[config.mk]
export PLATFORM = sky130hd
export DESIGN_NAME = mux_sel_arbiter_flat
export DESIGN_NICKNAME = d
export VERILOG_FILES = /design/src/rtl/mux_arb_pkg.sv /design/src/rtl/mux_sel_arbiter_if.sv /design/src/rtl/mux_sel_arbiter_rr_pick.sv /design/src/rtl/mux_sel_arbiter.sv /design/src/flat_wrapper.sv
export SDC_FILE = /design/constraint.sdc
export NUM_CORES = 1
export LEC_CHECK = 0
export BUFFER_PORTS_ARGS = -buffer_cell sky130_fd_sc_hd__buf_2
export CELL_PAD_IN_SITES_DETAIL_PLACEMENT = 1
export CELL_PAD_IN_SITES_GLOBAL_PLACEMENT = 1
export CORE_ASPECT_RATIO = 0.9
export CORE_UTILIZATION = 42
export DETAILED_ROUTE_END_ITERATION = 10
export PLACE_DENSITY = 0.86
export SLEW_MARGIN = 15
export SYNTH_ARGS = -nofsm -noshare
export SYNTH_HDL_FRONTEND = slang
export SYNTH_SLANG_ARGS = --single-unit
[constraint.sdc]
create_clock -name clk -period 4.8 [get_ports clk]
set_input_delay 0 -clock clk [delete_from_list [all_inputs] [get_ports clk]]
set_output_delay 0 -clock clk [all_outputs]
set_load 0.1 [all_outputs]
[src/rtl/mux_arb_pkg.sv]
// Shared types and constants for the mux select arbiter.
package mux_arb_pkg;

    localparam int unsigned SEL_W = 4;
    localparam logic [SEL_W-1:0] SEL_IDLE = 4'hF;

    typedef enum logic {
        IDLE  = 1'b0,
        GRANT = 1'b1
    } state_t;

    // Binary index of the set bit in a one-hot vector (up to 16 requesters).
    function automatic logic [SEL_W-1:0] onehot_to_idx(input logic [15:0] oh);
        logic [SEL_W-1:0] idx;
        idx = '0;
        for (int i = 0; i < 16; i++) begin
            if (oh[i]) idx = idx | SEL_W'(i);
        end
        return idx;
    endfunction

endpackage

[src/rtl/mux_sel_arbiter_if.sv]
// Request/grant bundle between requesters and the mux select arbiter.
interface mux_sel_arbiter_if
    import mux_arb_pkg::*;
#(
    parameter int unsigned N_REQ = 10
) ();

    logic [N_REQ-1:0] req;
    logic [N_REQ-1:0] grant;
    logic [SEL_W-1:0] sel;
    logic             valid;

    modport master (
        input  req,
        output grant,
        output sel,
        output valid
    );

    modport slave (
        output req,
        input  grant,
        input  sel,
        input  valid
    );

endinterface

[src/rtl/mux_sel_arbiter_rr_pick.sv]
// Combinational round-robin picker: first set candidate at or above ptr, wrapping.
module rr_pick
    import mux_arb_pkg::*;
#(
    parameter int unsigned N_REQ = 10
) (
    input  logic [N_REQ-1:0] cand,
    input  logic [SEL_W-1:0] ptr,
    output logic             any,
    output logic [SEL_W-1:0] idx
);

    localparam logic [SEL_W:0] N_EXT = (SEL_W+1)'(N_REQ);

    // Walk from the farthest offset down so the nearest hit wins.
    always_comb begin
        any = 1'b0;
        idx = '0;
        for (int i = N_REQ - 1; i >= 0; i--) begin
            logic [SEL_W:0]   pos;
            logic [SEL_W-1:0] k;
            pos = {1'b0, ptr} + (SEL_W+1)'(i);
            if (pos >= N_EXT) pos = pos - N_EXT;
            k = SEL_W'(pos);
            if (cand[k]) begin
                any = 1'b1;
                idx = k;
            end
        end
    end

endmodule

[src/rtl/mux_sel_arbiter.sv]
// Round-robin owner of the 10:1 mux select; drives one-hot grant and binary sel.
// Define MUX_ARB_TIMEOUT_EN to force handover after MAX_HOLD granted cycles.
module mux_sel_arbiter
    import mux_arb_pkg::*;
#(
    parameter int unsigned N_REQ    = 10,
    parameter int unsigned MAX_HOLD = 16
) (
    input  logic                clk,
    input  logic                rst,
    mux_sel_arbiter_if.master   bus
);

    if (N_REQ < 1 || N_REQ > 10) begin : g_n_req_chk
        $error("N_REQ must be within 1..10");
    end
    if (MAX_HOLD < 2) begin : g_max_hold_chk
        $error("MAX_HOLD must be at least 2");
    end

    state_t           state;
    logic [N_REQ-1:0] grant_r;
    logic [SEL_W-1:0] sel_r;
    logic             valid_r;
    logic [SEL_W-1:0] ptr;

    logic [N_REQ-1:0] req;
    logic [N_REQ-1:0] cand_c;
    logic             owner_hold_c;
    logic             timeout_c;
    logic             any_c;
    logic [SEL_W-1:0] idx_c;
    logic [SEL_W-1:0] next_ptr_c;
    logic             take_c;
    logic             drop_c;

`ifdef MUX_ARB_TIMEOUT_EN
    localparam int unsigned HOLD_W = (MAX_HOLD > 2) ? $clog2(MAX_HOLD) : 1;
    logic [HOLD_W-1:0] hold_cnt;
`endif

    assign req = bus.req;

    // The owner is excluded from candidacy while in GRANT.
    always_comb begin
        cand_c       = (state == GRANT) ? (req & ~grant_r) : req;
        owner_hold_c = |(req & grant_r);
`ifdef MUX_ARB_TIMEOUT_EN
        timeout_c    = (state == GRANT) && (hold_cnt == HOLD_W'(MAX_HOLD - 1));
`else
        timeout_c    = 1'b0;
`endif
        next_ptr_c   = (idx_c == SEL_W'(N_REQ - 1)) ? '0 : SEL_W'(idx_c + 1'b1);
        take_c       = 1'b0;
        drop_c       = 1'b0;
        unique case (state)
            IDLE:  take_c = any_c;
            GRANT: begin
                take_c = any_c && (!owner_hold_c || timeout_c);
                drop_c = !any_c && !owner_hold_c;
            end
            default: ;
        endcase
    end

    rr_pick #(
        .N_REQ (N_REQ)
    ) u_rr_pick (
        .cand (cand_c),
        .ptr  (ptr),
        .any  (any_c),
        .idx  (idx_c)
    );

    always_ff @(posedge clk) begin
        if (rst) begin
            state   <= IDLE;
            grant_r <= '0;
            sel_r   <= SEL_IDLE;
            valid_r <= 1'b0;
            ptr     <= '0;
`ifdef MUX_ARB_TIMEOUT_EN
            hold_cnt <= '0;
`endif
        end else if (take_c) begin
            state   <= GRANT;
            grant_r <= N_REQ'(1) << idx_c;
            sel_r   <= idx_c;
            valid_r <= 1'b1;
            ptr     <= next_ptr_c;
`ifdef MUX_ARB_TIMEOUT_EN
            hold_cnt <= '0;
`endif
        end else if (drop_c) begin
            state   <= IDLE;
            grant_r <= '0;
            sel_r   <= SEL_IDLE;
            valid_r <= 1'b0;
`ifdef MUX_ARB_TIMEOUT_EN
            hold_cnt <= '0;
`endif
        end else begin
`ifdef MUX_ARB_TIMEOUT_EN
            // Lone owner at the tenure limit keeps the grant with a fresh count.
            if (state == GRANT) begin
                hold_cnt <= timeout_c ? '0 : HOLD_W'(hold_cnt + 1'b1);
            end
`endif
        end
    end

    assign bus.grant = grant_r;
    assign bus.sel   = sel_r;
    assign bus.valid = valid_r;

endmodule
[src/flat_wrapper.sv]
// flat-port wrapper written by rule: the top's interface ports become plain ports
module mux_sel_arbiter_flat import mux_arb_pkg::*;
#(
    parameter int unsigned N_REQ    = 10,
    parameter int unsigned MAX_HOLD = 16
)
  (clk, rst, bus_req, bus_grant, bus_sel, bus_valid);
  mux_sel_arbiter_if #(.N_REQ(N_REQ)) bus_i ();
  input  logic clk;
  input  logic rst;
  input wire logic [$bits(bus_i.req)-1:0] bus_req;
  output wire logic [$bits(bus_i.grant)-1:0] bus_grant;
  output wire logic [$bits(bus_i.sel)-1:0] bus_sel;
  output wire logic [$bits(bus_i.valid)-1:0] bus_valid;
  assign bus_i.req = bus_req;
  assign bus_grant = bus_i.grant;
  assign bus_sel = bus_i.sel;
  assign bus_valid = bus_i.valid;
  mux_sel_arbiter #(.N_REQ(N_REQ), .MAX_HOLD(MAX_HOLD)) u_core (.clk(clk), .rst(rst), .bus(bus_i));
endmodule
==> results.toml <==
[placed_design]
gp_congestion = 1.01
portBuffers = 26
dp_hpwl_um = 11300

[detailed_routing]
first_pass_iters = 5
vias_per_cell = 6.60
drc = 0
wl_um = 14300
initialDrtViolationCount = 257
vias = 4245
ant_nets = 0
routedWlPerCell_um = 22.3

[synth]
avgSynthCellArea_um2 = 7.73
synthCells = 498
syn_area_mm2 = 0.00385
synth_ff_type = "dfxtp_1"
synth_seq_cells = 19
synth_edf_count = 0
yosysWarningCount = 0
ys_seq_area_share_pct = 9.89
synth_async_sr_flop_share_pct = 0
synth_nets = 535
ys_types = 96

[floorplan]
die_x_um = 103
initial_core_util_pct = 44.1
core.rowCount = 32
fp.dieH_um = 92.8
ioPinCount = 27
dieArea_mm2 = 0.00955
design.core.area_mm2 = 0.00873

[clocking]
cts.sinks = 19
clock_tree.root_cell = "clkbuf_8"
clk_path_buf_depth = 2
clkTransAtPathRegs_ns = 0.08
insertion_delay_ns = 0.27
cts_resized = 0
htreeDepth = 1
hold_buffers = 0
numCtsBuffers = 3
cts_setup_buffers = 0
cts_tree = "done"

[worst_setup_path]
worstPathMaxFanout = 22
crit_type = "reg -> reg"
start_kind = "register"
slowest_delay_ns = 0.52
critPathCaptureType = "register"
worstPathCellList = "buf_4 > ha_1 > xnor2_2 > a21oi_1 > or4_1 > a311oi_2 > a311oi_2 > and4_1 > a221o_1 > nor3_1 > and4b_2 > nand2b_1 > inv_1 > ha_1 > o2111ai_1 > o31ai_1"
slowest_stage = "or4_1"
arrival_ns = 4.71
critical_path_required_ns = 4.95

[sta]
rsz0062_at_grt = "no"
setup_tns_ns = 0
finalClockSkew_ns = 0.00228
fmax_mhz = 219
tightest_slew_ns = 0.884
fin_crit_sh_pct = 95.1
setup_viol = 0
slew_headroom_pct = 39.4
min_period_ns = 4.56
hold_viol = 0
whs_ns = 0.0613
drv_slew = 0

[status]
outcome = "complete, no violations"

[global_routing]
busiest_layer = "met2"
use_met1_pct = 40.9
use_met3_pct = 3.77
grt_max_degree = 24
grt.total_usage_pct = 29.8
antenna_found_initial = 0
met2_usage_pct = 48.2
grt_pass1_vias = 4109
overflow = 0
grt_first_pass_wirelength_um = 21900

[run]
cap_violations = 0

[final_layout]
final.fill_count = 1146
layout-drive-gt1-share_pct = 20.2
antenna_cells = 0
nets = 562
syn_to_final_growth_pct = 8.91

[hold_path]
hp-class = "in -> reg"
-- routing by layer --
layer	vias up	part of all wire, %
li1	1947	-
met1	2110	45
met2	166	47
met3	22	6.3
met4	0	2.0
met5	-	0
-- critical path, delay by kind of cell, from the launching register on --
kind / cells / cell delay (ns)
fa+ha+maj: 2 / 0.74
buf+inv: 2 / 0.39
compound gates: 6 / 1.32
simple gates: 5 / 1.40
flops: 1 / 0.39
xor+xnor: 1 / 0.20
-- layout make-up --
type                       count  area [um2]  share of cell area [%]
inverter                      20        75.1                    1.79
sequential                    19         380                    9.08
clock buffer                   3        41.3                   0.985
multi-input combinational    434        3240                    77.4
timing repair buffer          47         295                    7.05
clock inverter                 1        7.51                   0.179
tap                          119         149                    3.55
-- cells in the mapped netlist (all sizes together) (5+ instances only) --
| master | count | area share [%] |
|---|---|---|
| a211o | 5 | 1.1 |
| a21boi | 11 | 2.5 |
| a21o | 8 | 1.6 |
| a21oi | 26 | 3.5 |
| a22oi | 7 | 1.4 |
| a31oi | 6 | 0.98 |
| and2 | 7 | 1.2 |
| and3 | 7 | 1.1 |
| buf | 19 | 3.5 |
| clkbuf | 6 | 0.59 |
| dfxtp | 19 | 9.9 |
| ha | 24 | 7.8 |
| inv | 20 | 2.0 |
| mux2 | 13 | 3.8 |
| mux2i | 22 | 5.8 |
| nand2 | 56 | 5.5 |
| nand2b | 10 | 1.6 |
| nand3 | 23 | 3.0 |
| nand3b | 5 | 0.98 |
| nand4 | 6 | 0.98 |
| nor2 | 36 | 3.5 |
| nor3 | 11 | 1.7 |
| o211ai | 8 | 1.8 |
| o21ai | 31 | 4.4 |
| o22ai | 10 | 1.6 |
| or2 | 5 | 0.88 |
| xnor2 | 15 | 4.4 |
-- registers in the layout, summed over array words and instances (netlist names) --
name	cells
u_core.bus.grant	10
u_core.bus.sel	4
u_core.ptr	4
u_core.state	1
-- path summary, 6_finish.rpt --
kind	start	endpoint	slack (ns)	depth (start not counted)
worst min-delay path	rst	u_core.bus.grant[7]	0.06	2
worst min register to register	u_core.bus.grant[6]	u_core.bus.grant[6]	0.51	2
worst max-delay path	u_core.ptr[1]	u_core.ptr[2]	0.24	16
worst max register to register	u_core.ptr[1]	u_core.ptr[2]	0.24	16
-- kinds of logic (layout without fill, tap and decap cells) --
family / after synthesis / in the layout / share of synthesized area, %
compound gates: 165 / 165 / 34.6
xor+xnor: 16 / 16 / 4.62
fa+ha+maj: 25 / 25 / 8.33
buf+inv: 45 / 71 / 6.08
flops: 19 / 19 / 9.89
mux: 37 / 37 / 10.8
simple gates: 191 / 191 / 25.7
-- stage by stage --
stage | setup WS, ns | cells | instance area, um2 | utilization [%]
5_1_grt | 0.0227 | 643 | 4190 | 48.0
2_1_floorplan | 0.0825 | 498 | 3850 | -
3_5_place_dp | 0.240 | 639 | 4130 | 47.3
6_report | 0.236 | 643 | 4190 | 48.0
4_1_cts | 0.208 | 643 | 4170 | 47.8
3_3_place_gp | 0.418 | 639 | 4130 | 47.3
-- cell usage in the layout, fill, tap and decap left out, types with 17 or more instances in the layout --
master and n:
nand2_1 55, nor2_1 36, buf_2 26, a21oi_1 25
ha_1 24, nand3_1 23, mux2i_1 21, buf_4 19
dfxtp_1 19, o21ai_0 18, inv_1 17
Power is not shown: default switching activity piles up to over one toggle a cycle in this logic, so the estimate is an artifact.
